===== src/rtl/bus_timer_pkg.sv =====
// Shared definitions for the bus_timer responder:
// register offsets, CTRL/STATUS bit positions and reset values.
package bus_timer_pkg;

  typedef enum logic [2:0] {
    TimerRegCtrl     = 3'd0,
    TimerRegStatus   = 3'd1,
    TimerRegReloadLo = 3'd2,
    TimerRegReloadHi = 3'd3,
    TimerRegCountLo  = 3'd4,
    TimerRegCountHi  = 3'd5,
    TimerRegPrescale = 3'd6,
    TimerRegReserved = 3'd7
  } timer_reg_e;

  localparam int unsigned CtrlEnBit     = 0;
  localparam int unsigned CtrlReloadBit = 1;
  localparam int unsigned CtrlIeBit     = 2;
  localparam int unsigned StatusExpBit  = 0;
  localparam int unsigned StatusRunBit  = 1;

  localparam logic [7:0]  RegRst   = 8'h00;
  localparam logic [15:0] CountRst = 16'h0000;

endpackage


===== src/rtl/timer_prescaler.sv =====
// Prescaler: 8-bit up-counter, wraps at cmp and emits a tick.
// Ports: clk_in, reset (async low), en, clr, cmp[7:0] -> tick.
module timer_prescaler
  import bus_timer_pkg::*;
(
  input  logic       clk_in,
  input  logic       reset,
  input  logic       en,
  input  logic       clr,
  input  logic [7:0] cmp,
  output logic       tick
);

  logic [7:0] presc;
  logic       hit;

  assign hit = (presc == cmp);

  // A clear on this edge wins over a tick on the same edge.
  assign tick = en & hit & ~clr;

  always_ff @(posedge clk_in or negedge reset) begin
    if (!reset) begin
      presc <= RegRst;
    end else if (clr) begin
      presc <= RegRst;
    end else if (en) begin
      presc <= hit ? RegRst : presc + 8'd1;
    end
  end

endmodule


===== src/rtl/bus_timer.sv =====
// Memory-mapped interval timer responder for cpu6502.
// Ports: clk_in, reset (async low), address, read_write,
//        data_in -> data_out, selected, nmib (active low).
module bus_timer
  import bus_timer_pkg::*;
#(
  parameter logic [15:0] BASE_ADDR = 16'h6000
) (
  input  logic        clk_in,
  input  logic        reset,
  input  logic [15:0] address,
  input  logic        read_write,
  input  logic [7:0]  data_in,
  output logic [7:0]  data_out,
  output logic        selected,
  output logic        nmib
);

  timer_reg_e  off;
  logic        wr;
  logic        rd;
  logic        load;
  logic        tick;
  logic        zero;
  logic        expire;
  logic        clr_exp;

  logic        en;
  logic        rld;
  logic        ie;
  logic        exp_q;
  logic [7:0]  reload_lo;
  logic [7:0]  reload_hi;
  logic [7:0]  prescale;
  logic [7:0]  snap;
  logic [15:0] count;

  assign selected = (address[15:3] == BASE_ADDR[15:3]);
  assign off      = timer_reg_e'(address[2:0]);
  assign wr       = selected & read_write;
  assign rd       = selected & ~read_write;

  // RELOAD_HI write reloads the count and restarts the prescaler.
  assign load    = wr & (off == TimerRegReloadHi);
  assign zero    = (count == CountRst);
  assign expire  = tick & zero;
  assign clr_exp = wr & (off == TimerRegStatus)
                 & data_in[StatusExpBit];

  assign nmib = ~(exp_q & ie);

  timer_prescaler u_presc (
    .clk_in (clk_in),
    .reset  (reset),
    .en     (en),
    .clr    (load),
    .cmp    (prescale),
    .tick   (tick)
  );

  always_ff @(posedge clk_in or negedge reset) begin
    if (!reset) begin
      en        <= 1'b0;
      rld       <= 1'b0;
      ie        <= 1'b0;
      reload_lo <= RegRst;
      reload_hi <= RegRst;
      prescale  <= RegRst;
    end else begin
      if (expire && !rld) begin
        en <= 1'b0;
      end
      if (wr) begin
        unique case (off)
          TimerRegCtrl: begin
            en  <= data_in[CtrlEnBit];
            rld <= data_in[CtrlReloadBit];
            ie  <= data_in[CtrlIeBit];
          end
          TimerRegReloadLo: reload_lo <= data_in;
          TimerRegReloadHi: reload_hi <= data_in;
          TimerRegPrescale: prescale  <= data_in;
          default: ;
        endcase
      end
    end
  end

  // Set has priority over write-1-to-clear.
  always_ff @(posedge clk_in or negedge reset) begin
    if (!reset) begin
      exp_q <= 1'b0;
    end else if (expire) begin
      exp_q <= 1'b1;
    end else if (clr_exp) begin
      exp_q <= 1'b0;
    end
  end

  always_ff @(posedge clk_in or negedge reset) begin
    if (!reset) begin
      count <= CountRst;
    end else if (load) begin
      count <= {data_in, reload_lo};
    end else if (tick) begin
      if (!zero) begin
        count <= count - 16'd1;
      end else if (rld) begin
        count <= {reload_hi, reload_lo};
      end else begin
        count <= CountRst;
      end
    end
  end

  // High byte captured on a low-byte read for coherent 16-bit reads.
  always_ff @(posedge clk_in or negedge reset) begin
    if (!reset) begin
      snap <= RegRst;
    end else if (rd && off == TimerRegCountLo) begin
      snap <= count[15:8];
    end
  end

  always_comb begin
    data_out = RegRst;
    if (rd) begin
      unique case (off)
        TimerRegCtrl:     data_out = {5'd0, ie, rld, en};
        TimerRegStatus:   data_out = {6'd0, en, exp_q};
        TimerRegReloadLo: data_out = reload_lo;
        TimerRegReloadHi: data_out = reload_hi;
        TimerRegCountLo:  data_out = count[7:0];
        TimerRegCountHi:  data_out = snap;
        TimerRegPrescale: data_out = prescale;
        TimerRegReserved: data_out = RegRst;
      endcase
    end
  end

endmodule


===== config.mk =====
export PLATFORM = sky130hd
export DESIGN_NAME = bus_timer
export DESIGN_NICKNAME = d
export VERILOG_FILES = /design/src/rtl/bus_timer_pkg.sv /design/src/rtl/timer_prescaler.sv /design/src/rtl/bus_timer.sv
export SDC_FILE = /design/constraint.sdc
export NUM_CORES = 1
export LEC_CHECK = 0
export CORE_MARGIN = 3
export CORE_UTILIZATION = 52
export DETAILED_ROUTE_END_ITERATION = 6
export GPL_TIMING_DRIVEN = 1
export PLACE_DENSITY_LB_ADDON = 0.15
export SLEW_MARGIN = 20
export SYNTH_ARGS = -nofsm -noshare
export SYNTH_HDL_FRONTEND = slang
export SYNTH_HIERARCHICAL = 1
export SYNTH_SLANG_ARGS = --single-unit

===== constraint.sdc =====
create_clock -name clk_in -period 2.62 [get_ports clk_in]
set_clock_uncertainty 0.05 [all_clocks]
set_input_delay 0.786 -clock clk_in [delete_from_list [all_inputs] [get_ports clk_in]]
set_output_delay 0.786 -clock clk_in [all_outputs]
set_load 0.02 [all_outputs]

==> flow_metrics.py, run 1 <==
metrics = {
    "cts": {
        "clockBufferDepth": 2,
        "cts_root_buffer": "clkbuf_8",
        "clkTransAtPathRegs_ns": 0.07,
        "numClockSinks": 60,
        "numCtsBuffers": 9,
        "cts_tree": "yes",
        "ctsHtreeMaxLevel": 3,
        "clk_latency_ns": 0.35,
    },
    "timing": {
        "rsz0062_at_grt": "true",
        "setup_ws_ns": -0.262,
        "fin_crit_sh": 1.10,
        "finalMaxSlewViolations": 0,
        "finalCriticalPeriod_ns": 2.88,
        "holdWs_ns": 0.379,
        "hold_viol": 0,
        "fin_setup_tns_ns": -1.84,
        "worst_slew_pin_slew_ns": 0.486,
        "slew_headroom": 0.674,
        "setup_viol": 9,
        "fmax_mhz": 347,
    },
    "placed_design": {
        "dp_slack_ns": -1.17,
        "numPortBuffers": 36,
        "place_inst": 546,
        "gp_congestion": 0.942,
        "hpwlAfterDp_mm": 8.28,
    },
    "synth": {
        "synth_edf_count": 0,
        "yosysWarnings": 6,
        "seq_area_frac_synth": 0.415,
        "ys_top_cells_by_area": "dfrtp_1 (42%), mux2_2 (8.7%), nand2_1 (5.7%), a21oi_1 (3.5%), o21ai_0 (3.2%)",
        "ys_seq_elements": 60,
        "synthDistinctLibCells": 62,
        "ys.flop_type": "dfrtp_1",
        "synthCells": 394,
        "yosys.area.top_type_share": 0.415,
        "yosys.area.top_type": "dfrtp_1",
        "async_reset_ff_frac": 1.00,
        "synth.avg_cell_area_um2": 9.18,
        "synth_area_um2": 3620,
        "syn_nets": 424,
    },
    "route": {
        "avgViaCountPerCell": 6.40,
        "ant_nets": 0,
        "wirelength_mm": 12.5,
        "drtPass1Iterations": 7,
        "drc_errors": 0,
        "drtIter0Drc": 372,
        "vias": 3774,
        "wl_per_cell_um": 21.2,
    },
    "cells_and_area": {
        "areaGrowthSynthToFinish_pct": 45.2,
        "fin_nets": 538,
        "num_antenna_cells": 0,
        "fin_cells": 590,
        "final_layout_size_suffix_gt1_frac": 0.396,
        "fillers": 421,
    },
    "critical_path": {
        "required_ns": 1.78,
        "arrival_ns": 2.05,
        "reg2regPathDepth": 9,
        "worstSetupPathType": "input pin to primary output",
        "cp-start-kind": "input pin",
        "worstSetupEndpointType": "primary output",
        "crit_path_max_fanout": 4,
    },
    "floorplanning": {
        "floorplan.rows": 29,
        "die_y_um": 89.4,
        "design.portCount": 37,
        "die_area_um2": 7990,
        "die_w_um": 89.4,
        "initial_core_util": 0.554,
        "coreArea_um2": 6530,
    },
    "pwr": {
        "intPower_mw": 1.50,
        "seqPwrFrac": 0.472,
        "p_switching_uw": 463,
        "swShare": 0.236,
        "clock_power_share": 0.439,
        "p_comb_frac": 0.088,
        "p_per_area_nw_per_um2": 374,
        "power_mw": 1.96,
        "vdd_ir_drop_max_mv": 0.442,
        "power.leakage_nw": 2.37,
    },
    "outcome": {
        "status": "complete, but fails checks",
        "violations": "setup timing",
    },
    "global_route": {
        "grtUsageTotal": 0.317,
        "grt_max_degree": 61,
        "grt_pass1_wl_mm": 18.7,
        "grt_pass1_vias": 3640,
        "antenna_found_initial": 0,
        "grt_overflow": 0,
    },
    "flow_run": {
        "max_cap_viol_count": 0,
    },
    "hold_path": {
        "hp-class": "input pin to asynchronous set/reset pin",
    },
}
## final timing paths
kind,end,slack (ns),from
setup / recovery,data_out[7],-0.26,address[9]
hold / removal,snap[5]$_DFFE_PN0P_,0.38,reset
setup reg to reg,count[13]$_DFFE_PN0P_,0.10,prescale[0]$_DFFE_PN0P_
hold reg to reg,reload_hi[5]$_DFFE_PN0P_,0.48,reload_hi[5]$_DFFE_PN0P_
max in group asynchronous,count[15]$_DFFE_PN0P_,1.84,reset
min in group clk_in,reload_hi[5]$_DFFE_PN0P_,0.48,reload_hi[5]$_DFFE_PN0P_
## placed cells by master, fill, tap and decap left out, drive strengths merged, types with 3 or more instances in the layout
cell type,instances
a21oi,25
a211oi,3
clkdlybuf4s15,4
or3,4
buf,110
nand3,10
or4,3
inv,10
nor2b,3
o21a,3
xor2,7
nor2,27
a22oi,7
dfrtp,60
and3,6
o21ai,25
ha,3
mux2i,9
mux2,28
o2111ai,3
nor4,7
clkinv,3
nand2,55
o31ai,3
xnor2,9
clkbuf,12
nand4,7
nor3,21
clkdlybuf4s50,9
## per-layer routing
layer,share of wire,GRT usage,up-vias
li1,-,-,1663
met5,0,0,-
met4,0.048,0.156,0
met2,0.48,0.520,219
met1,0.39,0.393,1835
met3,0.080,0.0728,57
## registers in the layout, indices dropped and copies added, names as in the netlist
signal         cells
count             16
ie                 1
u_presc/presc      8
snap               8
reload_lo          8
rld                1
en                 1
prescale           8
reload_hi          8
exp_q              1
## cell type report
class,count,area [um^2],area share
Tap cell,77,96.3,0.0183
Sequential cell,60,1500,0.286
Multi-Input combinational cell,301,2270,0.433
Inverter,11,48.8,0.00929
Timing Repair Buffer,125,1130,0.215
Clock buffer,12,155,0.0295
Clock inverter,4,47.5,0.00905
## synth_stat cells, types with 4 or more instances
cell type and count:
a21oi_1 25, a22oi_1 7, and3_1 6, buf_2 8, clkbuf_1 11, dfrtp_1 60, inv_1 10, mux2_2 28
mux2i_1 9, nand2_1 55, nand3_1 9, nand4_1 7, nor2_1 26, nor3_1 19, nor4_1 4, o21ai_0 23
or3_1 4, xnor2_1 9, xor2_1 7
## cell families (layout without fill, tap and decap cells)
group / Yosys count / count (layout) / share of synthesized area
AO/OA/AOI/OAI: 92 / 92 / 0.165
XOR/XNOR: 16 / 16 / 0.0387
adder cells (fa/ha/maj): 3 / 3 / 0.0104
buffers and inverters: 33 / 152 / 0.0412
flip-flops: 60 / 60 / 0.415
multiplexers: 37 / 37 / 0.112
AND/OR/NAND/NOR: 153 / 153 / 0.218
## worst max-delay path: stages
cell and delay (ns):
buf_2 0.12, nor4_4 0.30, and4_4 0.31, nand3_4 0.11
buf_12 0.17, a21oi_4 0.11, buf_6 0.13
## stage by stage
| step | utilization | area [um^2] |
|---|---|---|
| floorplan | - | 3830 |
| global placement | 0.708 | 4630 |
| detailed placement | 0.708 | 4630 |
| CTS | 0.779 | 5090 |
| global route | 0.804 | 5250 |
| finish | 0.804 | 5250 |
## timing repair
item	4_1_cts	5_1_grt
setup endpoints to repair	50	14
buffers inserted	19	8
pin swaps	17	13
resized for setup	139	22
cloned	1	0
hold buffers	0	0
## power by group through the flow
stage                     logic, mW  registers [mW]  clock network (mW)
final                         0.173           0.927               0.863
after global routing          0.183           0.926               0.908
after CTS                     0.162           0.927               0.872
after detailed placement      0.139           0.944                   0
after global placement        0.135           0.944                   0
after floorplan              0.0401           0.945                   0
(Power assumes the default switching activity.)
==> run 2, diff against run 1 <==
- ABC_CLOCK_PERIOD_IN_PS: default -> 2620
==> results of run 2 <==
The final DEF is identical to that of run 1; final timing and power are the same.
